**config.mk**
```make
export PLATFORM = sky130hd
export DESIGN_NAME = mul_div_unit
export DESIGN_NICKNAME = d
export VERILOG_FILES = /design/src/rtl/mul_div_unit_pkg.sv /design/src/rtl/mul_div_unit_adder32.sv /design/src/rtl/mul_div_unit.sv
export SDC_FILE = /design/constraint.sdc
export NUM_CORES = 1
export LEC_CHECK = 0
export ABC_AREA = 1
export CORE_ASPECT_RATIO = 1.1
export CORE_MARGIN = 4
export CORE_UTILIZATION = 64
export DETAILED_ROUTE_END_ITERATION = 12
export PLACE_DENSITY = 0.95
export SETUP_SLACK_MARGIN = 0.5
export SLEW_MARGIN = 15
export SYNTH_ARGS = -nofsm -noshare
export SYNTH_HDL_FRONTEND = slang
export SYNTH_SLANG_ARGS = --single-unit
```
**constraint.sdc**
```tcl
create_clock -name clk -period 16.15 [get_ports clk]
set_clock_uncertainty 0.05 [all_clocks]
set_input_delay 2.4225 -clock clk [delete_from_list [all_inputs] [get_ports clk]]
set_output_delay 2.4225 -clock clk [all_outputs]
set_load 0.005 [all_outputs]
```
**src/rtl/mul_div_unit_pkg.sv**
```systemverilog
// Shared encodings and sizes for the iterative MIPS multiply/divide unit.
package mul_div_unit_pkg;

   localparam int XLEN  = 32;
   localparam int CNT_W = $clog2(XLEN);

   typedef enum logic [1:0] {
      OP_MULT  = 2'b00,
      OP_MULTU = 2'b01,
      OP_DIV   = 2'b10,
      OP_DIVU  = 2'b11
   } op_e;

   typedef enum logic [1:0] {
      S_IDLE = 2'b00,
      S_CALC = 2'b01,
      S_FIX  = 2'b10
   } state_e;

   function automatic logic op_is_signed(input op_e o);
      return (o == OP_MULT) || (o == OP_DIV);
   endfunction

   function automatic logic op_is_div(input op_e o);
      return (o == OP_DIV) || (o == OP_DIVU);
   endfunction

endpackage

```
**src/rtl/mul_div_unit_adder32.sv**
```systemverilog
// 32-bit carry-out adder, the same structure the ALU adder uses.
module mul_div_unit_adder32
   import mul_div_unit_pkg::*;
(
   input  logic [XLEN-1:0] a_i,
   input  logic [XLEN-1:0] b_i,
   input  logic            cin_i,
   output logic [XLEN-1:0] sum_o,
   output logic            cout_o
);

   assign {cout_o, sum_o} = {1'b0, a_i} + {1'b0, b_i} + {{XLEN{1'b0}}, cin_i};

endmodule

```
**src/rtl/mul_div_unit.sv**
```systemverilog
// Multi-cycle MULT/MULTU/DIV/DIVU with HI/LO: sign-magnitude operands, one
// shift-add (multiply) or restoring-subtract (divide) step per cycle through one adder.
module mul_div_unit
   import mul_div_unit_pkg::*;
#(
   parameter int WIDTH = XLEN
) (
   input  logic             clk,
   input  logic             reset,
   input  logic             start,
   input  logic [1:0]       op,
   input  logic [WIDTH-1:0] A,
   input  logic [WIDTH-1:0] B,
   input  logic             mthi,
   input  logic             mtlo,
   input  logic [WIDTH-1:0] wdata,
   output logic             busy,
   output logic             done,
   output logic [WIDTH-1:0] hi,
   output logic [WIDTH-1:0] lo
);

   state_e             state_q, state_d;
   logic [CNT_W-1:0]   cnt_q, cnt_d;
   logic               is_div_q, is_div_d;
   logic               neg_res_q, neg_res_d;
   logic               neg_rem_q, neg_rem_d;
   logic               b_zero_q, b_zero_d;
   logic [WIDTH-1:0]   mag_a_q, mag_a_d;
   logic [WIDTH-1:0]   mag_b_q, mag_b_d;
   logic [WIDTH-1:0]   ph_q, ph_d;   // product high half / partial remainder
   logic [WIDTH-1:0]   pl_q, pl_d;   // product low half / quotient
   logic [WIDTH-1:0]   hi_q, hi_d;
   logic [WIDTH-1:0]   lo_q, lo_d;
   logic               done_q, done_d;

   op_e                op_in;
   logic               sign_a, sign_b;
   logic [WIDTH-1:0]   r_shift;
   logic [WIDTH-1:0]   add_a, add_b, add_sum;
   logic               add_cin, add_cout;
   logic               div_ok;
   logic [2*WIDTH-1:0] prod;

   assign op_in   = op_e'(op);
   assign sign_a  = op_is_signed(op_in) & A[WIDTH-1];
   assign sign_b  = op_is_signed(op_in) & B[WIDTH-1];
   assign r_shift = {ph_q[WIDTH-2:0], pl_q[WIDTH-1]};

   always_comb begin
      if (is_div_q) begin
         add_a   = r_shift;
         add_b   = ~mag_b_q;
         add_cin = 1'b1;
      end else begin
         add_a   = ph_q;
         add_b   = pl_q[0] ? mag_a_q : '0;
         add_cin = 1'b0;
      end
   end

   mul_div_unit_adder32 u_adder32 (
      .a_i    (add_a),
      .b_i    (add_b),
      .cin_i  (add_cin),
      .sum_o  (add_sum),
      .cout_o (add_cout)
   );

   // NOTE: every next-state signal gets its hold value first, so no path through
   // the case below can leave one unassigned and infer a latch.
   always_comb begin
      state_d   = state_q;
      cnt_d     = cnt_q;
      is_div_d  = is_div_q;
      neg_res_d = neg_res_q;
      neg_rem_d = neg_rem_q;
      b_zero_d  = b_zero_q;
      mag_a_d   = mag_a_q;
      mag_b_d   = mag_b_q;
      ph_d      = ph_q;
      pl_d      = pl_q;
      hi_d      = hi_q;
      lo_d      = lo_q;
      done_d    = 1'b0;
      div_ok    = 1'b0;
      prod      = {ph_q, pl_q};

      case (state_q)
         S_IDLE: begin
            if (start) begin
               is_div_d  = op_is_div(op_in);
               neg_res_d = sign_a ^ sign_b;
               neg_rem_d = sign_a;
               b_zero_d  = (B == '0);
               mag_a_d   = sign_a ? -A : A;
               mag_b_d   = sign_b ? -B : B;
               ph_d      = '0;
               pl_d      = op_is_div(op_in) ? (sign_a ? -A : A) : (sign_b ? -B : B);
               cnt_d     = '0;
               state_d   = S_CALC;
            end else begin
               if (mthi) hi_d = wdata;
               if (mtlo) lo_d = wdata;
            end
         end

         S_CALC: begin
            if (is_div_q) begin
               // A set remainder MSB means the shifted value exceeds any divisor.
               div_ok = add_cout | ph_q[WIDTH-1];
               ph_d   = div_ok ? add_sum : r_shift;
               pl_d   = {pl_q[WIDTH-2:0], div_ok};
            end else begin
               ph_d = {add_cout, add_sum[WIDTH-1:1]};
               pl_d = {add_sum[0], pl_q[WIDTH-1:1]};
            end
            cnt_d = cnt_q + 1'b1;
            if (cnt_q == CNT_W'(WIDTH - 1)) state_d = S_FIX;
         end

         S_FIX: begin
            if (is_div_q) begin
               lo_d = b_zero_q ? '1 : (neg_res_q ? -pl_q : pl_q);
               hi_d = neg_rem_q ? -ph_q : ph_q;
            end else begin
               if (neg_res_q) prod = -{ph_q, pl_q};
               hi_d = prod[2*WIDTH-1:WIDTH];
               lo_d = prod[WIDTH-1:0];
            end
            done_d  = 1'b1;
            state_d = S_IDLE;
         end

         default: state_d = S_IDLE;
      endcase
   end

   // NOTE: state is updated with non-blocking assignments so every register
   // samples the pre-edge values regardless of statement order.
   always_ff @(posedge clk or posedge reset) begin
      if (reset) begin
         state_q   <= S_IDLE;
         cnt_q     <= '0;
         is_div_q  <= 1'b0;
         neg_res_q <= 1'b0;
         neg_rem_q <= 1'b0;
         b_zero_q  <= 1'b0;
         mag_a_q   <= '0;
         mag_b_q   <= '0;
         ph_q      <= '0;
         pl_q      <= '0;
         hi_q      <= '0;
         lo_q      <= '0;
         done_q    <= 1'b0;
      end else begin
         state_q   <= state_d;
         cnt_q     <= cnt_d;
         is_div_q  <= is_div_d;
         neg_res_q <= neg_res_d;
         neg_rem_q <= neg_rem_d;
         b_zero_q  <= b_zero_d;
         mag_a_q   <= mag_a_d;
         mag_b_q   <= mag_b_d;
         ph_q      <= ph_d;
         pl_q      <= pl_d;
         hi_q      <= hi_d;
         lo_q      <= lo_d;
         done_q    <= done_d;
      end
   end

   assign busy = (state_q != S_IDLE);
   assign done = done_q;
   assign hi   = hi_q;
   assign lo   = lo_q;

endmodule

```
==> impl_metrics.csv <==
group,metric,value,unit
run_status,outcome,"finished clean",
global_routing,grt_overflow,0,
clock_tree,worstSkewPairLatency,560,ps
timing,slew_headroom,20.9,%
clock_tree,numCtsBuffers,23,
timing,finalSetupTns,0,ps
timing,timing.final.crit_period,5380,ps
hold_path,hp-class,"reg -> reg",
clock_tree,cts.htree.levels,1,
power_and_ir_drop,ir_worst_vdd,188,µV
floorplan,io_pins,169,
route,drt_iter0_drc,3767,
clock_tree,cts_sinks,204,
route,route.vias.total,20766,
power_and_ir_drop,power.leakage,9.60,nW
route,drcViolationCount,0,
critical_path,ff2ff_path_depth,18,
floorplan,start_util,65.7,%
clock_tree,post-cts-setup-buffers,0,
synth,synth_edf_count,0,
critical_path,cp_slowest_stage_delay,1270,ps
synth,syn_nets,3008,
critical_path,rrSetupSlack,11000,ps
synth,yosysMostFrequentCell,"nand2_1",
timing,slew_viol_final,0,
layout,nets,3093,
timing,rsz0062_at_grt,"no",
route,drtPass1Iterations,7,
global_routing,use_met1,57.4,%
placement,routabilityCongestion,1.06,
timing,finalHoldViolCount,0,
timing,setup_viol,0,
route,final_antenna_net_count,0,
clock_tree,clkTransAtPathRegs,60,ps
clock_tree,root_buffer,"clkbuf_16",
critical_path,cp_slowest_cell,"clkinv_1",
synth,synthesis.area,17300,µm²
global_routing,top_usage_layer,"met2",
timing,clock.fmax,0.186,GHz
synth,ys_ff_latch,204,
critical_path,cp-start-kind,"input pin",
global_routing,grt_pass1_vias,18709,
clock_tree,cts_tree,"yes",
synth,yosysSeqAreaShare,29.4,%
clock_tree,clk_path_buf_depth,3,
layout,drive_gt1_share,4.08,%
critical_path,crit_type,"in -> reg",
global_routing,gr-usage-met2,61.2,%
global_routing,antenna_found_initial,0,
synth,syn_inst,2865,
critical_path,cp.required,16590,ps
synth,synth_flop_cell,"dfrtp_1",
floorplan,rows,62,
placement,hpwl,49.3,mm
critical_path,cp_max_fo,38,
synth,ys_warn_count,0,
global_routing,grt_max_degree,136,
synth,synth_common_cells,"nand2_1 (859), nor2_1 (351), inv_1 (316), nand3_1 (291), o21ai_0 (230)",
floorplan,die_area,29800,µm²
synth,yosys-top-cells-area,"dfrtp_1 (29%), nand2_1 (19%), nand3_1 (8.4%)",
synth,synth.top_cell.area_share,29.4,%
synth,synth.distinct_cells,47,
synth,async_flop_share,100,%
global_routing,grt_use_met3,8.05,%
placement,portBuffers,168,
hold_path,worstHoldPathCells,2,
critical_path,crit_top_cell,"nand2_1",
layout,antenna_cells,0,
route,routed_wl,65.4,mm
critical_path,worst_setup_path_end_kind,"flip-flop",
synth,yosysTopAreaCell,"dfrtp_1",
global_routing,grt_usage,42.2,%
clock_tree,cts.repair.resized,0,
global_routing,grt_pass1_wl,100,mm
critical_path,worstPathCellList,"clkdlybuf4s50_1, clkinv_1, nand3_1, nand2_1, o21ai_0, nand2_1, nand2_1",
synth,synth_area_per_cell,6.05,µm²
floorplan,die_y,181,µm
timing,period_share,33.3,%
critical_path,worstPathArrival,5820,ps
power_and_ir_drop,powerDensity,233,nW/µm²
floorplan,die_w,165,µm
floorplan,fp.coreArea,26400,µm²
clock_tree,cts_hold_buffers,0,
timing,hold_ws,433,ps
timing,worstMarginPinSlew,1180,ps
route,wl_per_cell,19.7,µm
flow_run,maxCapViolCount,0,
route,viasPerCell,6.26,
layout,synthToLayoutAreaGrowth,14.9,%
## where the power goes
group | internal, mW | switching, mW
clock | 0.338 | 0.238
combinational | 1.02 | 2.02
sequential | 0.772 | 0.261
total | 2.13 | 2.52
## worst paths after layout
check | startpoint | endpoint
max | op[1] | pl_q[16]
min | mag_b_q[9] | mag_b_q[9]
min in group asynchronous | reset | ph_q[25]
max reg2reg | is_div_q | ph_q[18]
min reg2reg | mag_b_q[9] | mag_b_q[9]
max in group asynchronous | reset | hi[1]
## stage by stage
step	total power, mW	util, %	area, µm²	worst slack [ps]	instances
6_report	4.65	75.5	19900	10770	3319
2_1_floorplan	3.01	-	17300	8110	2865
4_1_cts	4.52	75.5	19900	11210	3319
3_5_place_dp	3.91	72.4	19100	10860	3277
3_3_place_gp	3.81	72.4	19100	10960	3277
5_1_grt	4.99	75.5	19900	10660	3319
## kinds of logic after synthesis
| logic type | count (synthesis) | share of synthesized area, % |
|---|---|---|
| AND/OR/NAND/NOR | 1616 | 39.2 |
| AO/OA/AOI/OAI | 511 | 16.0 |
| buffers and inverters | 447 | 9.99 |
| flip-flops | 204 | 29.4 |
| XOR/XNOR | 47 | 2.37 |
| adder cells (fa/ha/maj) | 40 | 2.97 |
## cell type report
class                   instances  area, µm²
clock buffers                  26        607
fillers                      2144       6460
well taps                     352        440
multi-input cells            2214      10500
clock inverters                16        213
repair buffers                184       1800
flip-flops and latches        204       5110
inverters                     323       1220
## worst max-delay path, delay by kind of cell
| family | cells | cell delay, ps |
|---|---|---|
| compound gates | 1 | 170 |
| buf+inv | 2 | 2460 |
| simple gates | 4 | 740 |
## registers in the layout, summed over array words and instances, names as in the netlist, 2 cells and up
name     flops
state_q      2
lo          32
cnt_q        5
ph_q        32
mag_a_q     32
pl_q        32
mag_b_q     32
hi          32
## per-layer routing
metal  wire (µm)  share of wire [%]  up-vias
met5           0                  0        -
met4        5430                8.3        0
met3        8590                 13      323
met2       27200                 42     1731
met1       24200                 37     9246
li1            -                  -     9466
## cell usage in the layout (no fill, tap or decap), types with 4 or more instances in the layout
master and count:
nand2_1 859, nor2_1 348, inv_1 312, nand3_1 291, o21ai_0 230, dfrtp_1 203, clkdlybuf4s50_1 168, a21oi_1 156
xor2_1 44, a31oi_1 39, ha_1 38, nand4_1 32, o211ai_1 28, clkbuf_16 23, nor3_1 22, o21ai_1 19
buf_4 16, nand3b_1 12, nand2_2 12, nor2_4 12, nor2_2 10, inv_2 7, or2_2 7, a21boi_1 7
clkinv_2 6, a21boi_0 6, a22oi_1 5, a21oi_2 5, o22ai_1 5, clkinvlp_4 4, bufinv_16 4
No activity file was read; power rests on OpenSTA's default activity.
